### src/rtl/gfx_pkg.sv
// gfx_pkg: shared types and framebuffer geometry for the gfx pipeline.
package gfx_pkg;
    // Framebuffer dimensions match the visible area of the VGA mode.
    localparam int FB_WIDTH       = 640;
    localparam int FB_HEIGHT      = 480;
    localparam int PIXEL_BITS     = 12;
    localparam int COORD_BITS     = 10;
    localparam int AXI_ADDR_WIDTH = 20;
    localparam int ERR_BITS       = COORD_BITS + 2;
    typedef logic [COORD_BITS-1:0]     coord_t;
    typedef logic [PIXEL_BITS-1:0]     color_t;
    typedef logic [AXI_ADDR_WIDTH-1:0] addr_t;
    typedef logic signed [ERR_BITS-1:0] err_t;
    typedef enum logic [1:0] {IDLE, SETUP, DRAW, DONE} gfx_line_state_t;
endpackage

### src/rtl/gfx_line_if.sv
// gfx_line_if: line command input and pixel stream output of the rasterizer.
interface gfx_line_if;
    import gfx_pkg::*;
    logic   start_valid;
    logic   start_ready;
    coord_t x0;
    coord_t y0;
    coord_t x1;
    coord_t y1;
    color_t color;
    logic   pix_valid;
    logic   pix_ready;
    coord_t pix_x;
    coord_t pix_y;
    addr_t  pix_addr;
    color_t pix_color;
    logic   busy;
    logic   done;
    modport master (
        output start_valid, x0, y0, x1, y1, color, pix_ready,
        input  start_ready, pix_valid, pix_x, pix_y, pix_addr, pix_color, busy, done
    );
    modport slave (
        input  start_valid, x0, y0, x1, y1, color, pix_ready,
        output start_ready, pix_valid, pix_x, pix_y, pix_addr, pix_color, busy, done
    );
endinterface

### src/rtl/gfx_line.sv
// gfx_line: Bresenham line rasterizer emitting one framebuffer pixel per step on a valid/ready stream.
module gfx_line
    import gfx_pkg::*;
(
    input  logic      clk,
    input  logic      reset_n,
    gfx_line_if.slave bus
);
    localparam coord_t X_LIM   = coord_t'(FB_WIDTH);
    localparam coord_t Y_LIM   = coord_t'(FB_HEIGHT);
    localparam coord_t C_ONE   = coord_t'(1);
    localparam addr_t  A_ONE   = addr_t'(1);
    localparam addr_t  A_ROW   = addr_t'(FB_WIDTH);
    localparam err_t   E_ZERO  = err_t'(0);

    gfx_line_state_t r_state, w_next;
    coord_t r_x0, r_y0, r_x1, r_y1, r_cur_x, r_cur_y;
    color_t r_color;
    err_t   r_err, r_dx, r_dy;
    logic   r_sx_neg, r_sy_neg;
    addr_t  r_addr;

    logic   w_in_range, w_step, w_last, w_step_x, w_step_y;
    coord_t w_adx, w_ady, w_nx, w_ny;
    err_t   w_e2, w_err;
    addr_t  w_ax, w_naddr;

    assign w_in_range = (r_cur_x < X_LIM) && (r_cur_y < Y_LIM);
    // Clipped pixels are never offered downstream, so they advance without a handshake.
    assign w_step     = (r_state == DRAW) && (bus.pix_ready || !w_in_range);
    assign w_last     = (r_cur_x == r_x1) && (r_cur_y == r_y1);
    assign w_adx      = (r_x1 >= r_x0) ? r_x1 - r_x0 : r_x0 - r_x1;
    assign w_ady      = (r_y1 >= r_y0) ? r_y1 - r_y0 : r_y0 - r_y1;
    assign w_e2       = r_err <<< 1;
    assign w_step_x   = w_e2 >= r_dy;
    assign w_step_y   = w_e2 <= r_dx;
    assign w_err      = r_err + (w_step_x ? r_dy : E_ZERO) + (w_step_y ? r_dx : E_ZERO);
    assign w_nx       = w_step_x ? (r_sx_neg ? r_cur_x - C_ONE : r_cur_x + C_ONE) : r_cur_x;
    assign w_ny       = w_step_y ? (r_sy_neg ? r_cur_y - C_ONE : r_cur_y + C_ONE) : r_cur_y;
    assign w_ax       = w_step_x ? (r_sx_neg ? r_addr - A_ONE : r_addr + A_ONE) : r_addr;
    assign w_naddr    = w_step_y ? (r_sy_neg ? w_ax - A_ROW : w_ax + A_ROW) : w_ax;

    always_ff @(posedge clk or negedge reset_n) begin
        if (!reset_n) r_state <= IDLE;
        else          r_state <= w_next;
    end

    always_comb begin
        w_next = r_state;
        case (r_state)
            IDLE:    w_next = bus.start_valid ? SETUP : IDLE;
            SETUP:   w_next = DRAW;
            DRAW:    w_next = (w_step && w_last) ? DONE : DRAW;
            DONE:    w_next = IDLE;
            default: w_next = IDLE;
        endcase
    end

    always_ff @(posedge clk or negedge reset_n) begin
        if (!reset_n) begin
            r_x0     <= '0;
            r_y0     <= '0;
            r_x1     <= '0;
            r_y1     <= '0;
            r_color  <= '0;
            r_cur_x  <= '0;
            r_cur_y  <= '0;
            r_err    <= '0;
            r_dx     <= '0;
            r_dy     <= '0;
            r_sx_neg <= 1'b0;
            r_sy_neg <= 1'b0;
            r_addr   <= '0;
        end else begin
            if (r_state == IDLE && bus.start_valid) begin
                r_x0    <= bus.x0;
                r_y0    <= bus.y0;
                r_x1    <= bus.x1;
                r_y1    <= bus.y1;
                r_color <= bus.color;
            end
            if (r_state == SETUP) begin
                r_dx     <= err_t'(w_adx);
                r_dy     <= -err_t'(w_ady);
                r_err    <= err_t'(w_adx) - err_t'(w_ady);
                r_sx_neg <= r_x1 < r_x0;
                r_sy_neg <= r_y1 < r_y0;
                r_cur_x  <= r_x0;
                r_cur_y  <= r_y0;
                r_addr   <= addr_t'(r_y0) * A_ROW + addr_t'(r_x0);
            end
            if (w_step && !w_last) begin
                r_cur_x <= w_nx;
                r_cur_y <= w_ny;
                r_err   <= w_err;
                r_addr  <= w_naddr;
            end
        end
    end

    assign bus.start_ready = r_state == IDLE;
    assign bus.busy        = r_state != IDLE;
    assign bus.done        = r_state == DONE;
    assign bus.pix_valid   = (r_state == DRAW) && w_in_range;
    assign bus.pix_x       = r_cur_x;
    assign bus.pix_y       = r_cur_y;
    assign bus.pix_addr    = r_addr;
    assign bus.pix_color   = r_color;
endmodule

### src/flat_wrapper.sv
// flat-port wrapper written by rule: the top's interface ports become plain ports
module gfx_line_flat import gfx_pkg::*;
  (clk, reset_n, bus_start_valid, bus_x0, bus_y0, bus_x1, bus_y1, bus_color, bus_pix_ready, bus_start_ready, bus_pix_valid, bus_pix_x, bus_pix_y, bus_pix_addr, bus_pix_color, bus_busy, bus_done);
  gfx_line_if bus_i ();
  input  logic clk;
  input  logic reset_n;
  input wire logic [$bits(bus_i.start_valid)-1:0] bus_start_valid;
  input wire logic [$bits(bus_i.x0)-1:0] bus_x0;
  input wire logic [$bits(bus_i.y0)-1:0] bus_y0;
  input wire logic [$bits(bus_i.x1)-1:0] bus_x1;
  input wire logic [$bits(bus_i.y1)-1:0] bus_y1;
  input wire logic [$bits(bus_i.color)-1:0] bus_color;
  input wire logic [$bits(bus_i.pix_ready)-1:0] bus_pix_ready;
  output wire logic [$bits(bus_i.start_ready)-1:0] bus_start_ready;
  output wire logic [$bits(bus_i.pix_valid)-1:0] bus_pix_valid;
  output wire logic [$bits(bus_i.pix_x)-1:0] bus_pix_x;
  output wire logic [$bits(bus_i.pix_y)-1:0] bus_pix_y;
  output wire logic [$bits(bus_i.pix_addr)-1:0] bus_pix_addr;
  output wire logic [$bits(bus_i.pix_color)-1:0] bus_pix_color;
  output wire logic [$bits(bus_i.busy)-1:0] bus_busy;
  output wire logic [$bits(bus_i.done)-1:0] bus_done;
  assign bus_i.start_valid = bus_start_valid;
  assign bus_i.x0 = bus_x0;
  assign bus_i.y0 = bus_y0;
  assign bus_i.x1 = bus_x1;
  assign bus_i.y1 = bus_y1;
  assign bus_i.color = bus_color;
  assign bus_i.pix_ready = bus_pix_ready;
  assign bus_start_ready = bus_i.start_ready;
  assign bus_pix_valid = bus_i.pix_valid;
  assign bus_pix_x = bus_i.pix_x;
  assign bus_pix_y = bus_i.pix_y;
  assign bus_pix_addr = bus_i.pix_addr;
  assign bus_pix_color = bus_i.pix_color;
  assign bus_busy = bus_i.busy;
  assign bus_done = bus_i.done;
  gfx_line u_core (.clk(clk), .reset_n(reset_n), .bus(bus_i));
endmodule
### config.mk
export PLATFORM = sky130hd
export DESIGN_NAME = gfx_line_flat
export DESIGN_NICKNAME = d
export VERILOG_FILES = /design/src/rtl/gfx_pkg.sv /design/src/rtl/gfx_line_if.sv /design/src/rtl/gfx_line.sv /design/src/flat_wrapper.sv
export SDC_FILE = /design/constraint.sdc
export NUM_CORES = 1
export LEC_CHECK = 0
export ABC_AREA = 1
export CORE_MARGIN = 1
export CORE_UTILIZATION = 54
export DETAILED_ROUTE_END_ITERATION = 16
export GPL_ROUTABILITY_DRIVEN = 0
export PLACE_DENSITY = 0.75
export SYNTH_ARGS = -nofsm -noshare
export SYNTH_HDL_FRONTEND = slang
export SYNTH_SLANG_ARGS = --single-unit
### constraint.sdc
create_clock -name clk -period 7.5 [get_ports clk]
set_clock_uncertainty 0.2 [all_clocks]
set_input_delay 2.25 -clock clk [delete_from_list [all_inputs] [get_ports clk]]
set_output_delay 2.25 -clock clk [all_outputs]
set_load 0.05 [all_outputs]
==> impl_metrics.py <==
metrics = {
    "routing": {
        "first_pass_iters": 5,
        "wl_mm": 35.6,
        "avgRoutedWirePerCell_um": 16.2,
        "drc_errors": 0,
        "ant_nets": 0,
        "drt-vias-per-instance": 5.56,
        "drt_iter0_drc": 1006,
        "dr_total_vias": 12235,
    },
    "yosys": {
        "ys_seq_area_share_pct": 25.3,
        "synth_top_area_share_pct": 25.3,
        "synth_flop_cell": "dfrtp_1",
        "synth_xor_area_share_pct": 5.43,
        "synth_compound_area_share_pct": 15.6,
        "ys_types": 57,
        "synth_edf_count": 0,
        "syn_inst": 1778,
        "ys.warnings.count": 0,
        "synth_adder_area_share_pct": 17.8,
        "synthSimpleGateAreaFrac_pct": 24.1,
        "ys_ff_latch": 129,
        "synth_top_family_by_area": "simple AND/OR/NAND/NOR gates",
        "synth.avg_cell_area_um2": 7.17,
        "yosys.area.top_type": "dfrtp_1",
        "synth.most_common_cell": "nand2_1",
        "synth_mux_area_share_pct": 1.39,
        "synthTopCellsByCount": "375 x nand2_1, 278 x inv_1, 158 x nor2_1, 156 x a21oi_1, 146 x ha_1",
        "syn_area_mm2": 0.0127,
        "async_reset_ff_share_pct": 100,
        "synth_area_leaders": "dfrtp_1 25%, ha_1 14%, nand2_1 11%, inv_1 8.2%, a21oi_1 6.1%",
        "synth.net_count": 2002,
    },
    "setup_path": {
        "criticalPathCategory": "register to register",
        "cp_cell_sequence": "inv_1 > ha_1 > inv_1 > fa_1 > nand2_1 > nand2_1 > a21oi_1 > o21ai_1 > a21oi_2 > o211ai_2 > nand2_1 > o21ai_1 > xnor2_1 > ha_1 > nand2_1 > nor2_1 > a211oi_1 > nor2_1 > o21ai_0 > nand2_1 > xor2_1 > o22ai_2 > a21oi_1",
        "crit_path_max_incr_delay_ns": 0.40,
        "required_ns": 7.65,
        "cp_max_fo": 13,
        "cp-start-kind": "register",
        "cp-end-kind": "register",
        "crit_slowest_cell": "xnor2_1",
        "crit_arrival_ns": 4.85,
        "crit_top_cell": "nand2_1",
    },
    "min_path": {
        "hold_class": "register to register",
    },
    "sta": {
        "grt_setup_unrepaired": "no",
        "drv_slew": 0,
        "max_freq_mhz": 213,
        "fin_setup_tns_ns": 0,
        "relSlewSlack_pct": 35.6,
        "tightest_slew_ns": 0.966,
        "finalCriticalPeriod_ns": 4.70,
        "setup_viol": 0,
        "min_period_over_period_pct": 62.6,
        "hold_viol_final": 0,
    },
    "placed_design": {
        "dp_hpwl_mm": 27.6,
        "port_buffers": 111,
        "place_area_mm2": 0.0140,
    },
    "layout": {
        "syn2layout_area_growth_pct": 15.4,
        "nFillCells": 1994,
        "design_area_mm2": 0.0147,
        "antenna_cells": 0,
        "drive_gt1_share_pct": 5.77,
        "layout.nets": 2100,
    },
    "cts": {
        "cts_setup_buffers": 0,
        "clk_pin_slew_worst_paths_ns": 0.06,
        "clk_latency_ns": 0.43,
        "postCtsHoldBufs": 0,
        "clk_path_buf_depth": 2,
        "cts_sinks": 129,
        "clk_root_buffer_cell": "clkbuf_16",
        "htreeDepth": 4,
        "cts_tree": "done",
        "cts_made_buffers": 17,
        "cts_resized": 0,
    },
    "flow_run": {
        "cap_viol_max_count": 0,
    },
    "floorplan": {
        "ios": 112,
        "die_h_um": 156,
        "num_rows": 55,
        "start_util_pct": 55.6,
        "coreArea_mm2": 0.0229,
        "fp.dieArea_mm2": 0.0242,
        "die_x_um": 156,
    },
    "global_routing": {
        "antenna_found_initial": 0,
        "grt_first_pass_wirelength_mm": 58.3,
        "grt_max_degree": 92,
        "track_usage_pct": 30.5,
        "grt-ovfl-total": 0,
        "grt_pass1_vias": 11598,
    },
    "outcome": {
        "status": "complete, no violations",
    },
}
==> per-layer routing <==
| metal | track usage [%] | part of all wire, % | vias up |
|---|---|---|---|
| li1 | - | - | 5993 |
| met3 | 5.36 | 7.5 | 85 |
| met4 | 13.6 | 3.9 | 0 |
| met2 | 47.7 | 44 | 496 |
| met5 | 0 | 0 | - |
| met1 | 41.4 | 45 | 5661 |
==> final timing paths <==
| kind | from | endpoint | slack, ns | depth (start not counted) |
|---|---|---|---|---|
| min in group asynchronous | reset_n | u_core.r_dy[8] | 1.62 | 1 |
| max | u_core.r_x1[0] | u_core.r_err[8] | 2.80 | 23 |
| min | u_core.bus.pix_color[11] | u_core.bus.pix_color[11] | 0.31 | 1 |
| max in group asynchronous | reset_n | u_core.r_dx[1] | 4.13 | 2 |
| max reg2reg | u_core.r_x1[0] | u_core.r_err[8] | 2.80 | 23 |
| min reg2reg | u_core.bus.pix_color[11] | u_core.bus.pix_color[11] | 0.31 | 1 |
==> cell usage in the layout (no fill, tap or decap), types with 5 or more instances in the layout <==
cell type,count
nand3_1,86
a21oi_1,156
a21o_1,6
o21ai_0,108
or2_2,12
o21bai_1,10
nor3_1,15
nand2_2,14
o22ai_1,5
xor2_1,59
clkbuf_16,17
bufinv_16,5
xnor2_1,20
nand4_1,25
o21ai_1,16
nand2_4,5
nor2_1,158
inv_1,278
mux2_2,14
ha_1,146
inv_2,5
dfrtp_1,129
o211ai_1,8
nand2_1,374
nand3b_1,7
fa_1,22
a31oi_1,12
clkdlybuf4s50_1,110
==> stage by stage <==
step                      utilization [%]  std cells  setup WS (ns)  hold slack [ns]
after global routing                 64.2       2202           2.40            0.333
after detailed placement             61.3       2170           2.53            0.291
after global placement               61.3       2170           2.63            0.274
after floorplan                         -       1778           3.37            0.253
after CTS                            64.2       2202           2.83            0.310
final                                64.2       2202           2.80            0.310
==> logic make-up (layout without fill, tap and decap cells) <==
kind of cell,after synthesis,in the layout
AO/OA/AOI/OAI,354,354
XOR/XNOR,79,79
adder cells (fa/ha/maj),168,168
buffers and inverters,320,431
flip-flops,129,129
multiplexers,16,16
AND/OR/NAND/NOR,712,712
==> sequential cells by signal, indices dropped and copies added, names as in the netlist <==
register,cells
u_core.r_dy,12
u_core.bus.pix_addr,20
u_core.r_y0,10
u_core.bus.pix_color,12
u_core.r_err,11
u_core.r_sy_neg,1
u_core.r_dx,10
u_core.r_sx_neg,1
u_core.bus.pix_y,10
u_core.r_y1,10
u_core.bus.pix_x,10
u_core.r_x0,10
u_core.r_x1,10
u_core.r_state,2
==> worst max-delay path: cells and delay by family, from the launching register on <==
| kind | cells | cell delay (ns) |
|---|---|---|
| and+or+nand+nor | 7 | 0.57 |
| DFF | 1 | 0.39 |
| AOI/OAI and AO/OA | 9 | 1.69 |
| xor gates and xnor gates | 2 | 0.63 |
| adders and majority gates | 3 | 0.93 |
| buffers and inverters | 2 | 0.18 |
==> area by class of cell <==
type / count / area (um^2) / share of cell area, %
clock buffer: 18 / 439 / 2.99
clock inverter: 14 / 226 / 1.54
inverter: 284 / 1070 / 7.28
multi-input combinational: 1329 / 8210 / 55.8
sequential: 129 / 3230 / 22.0
tap: 313 / 392 / 2.66
timing repair buffer: 115 / 1140 / 7.77
Power is left out: the tool's default activity adds up to more than one toggle a clock period on the data nets, which glitch-free logic cannot reach.
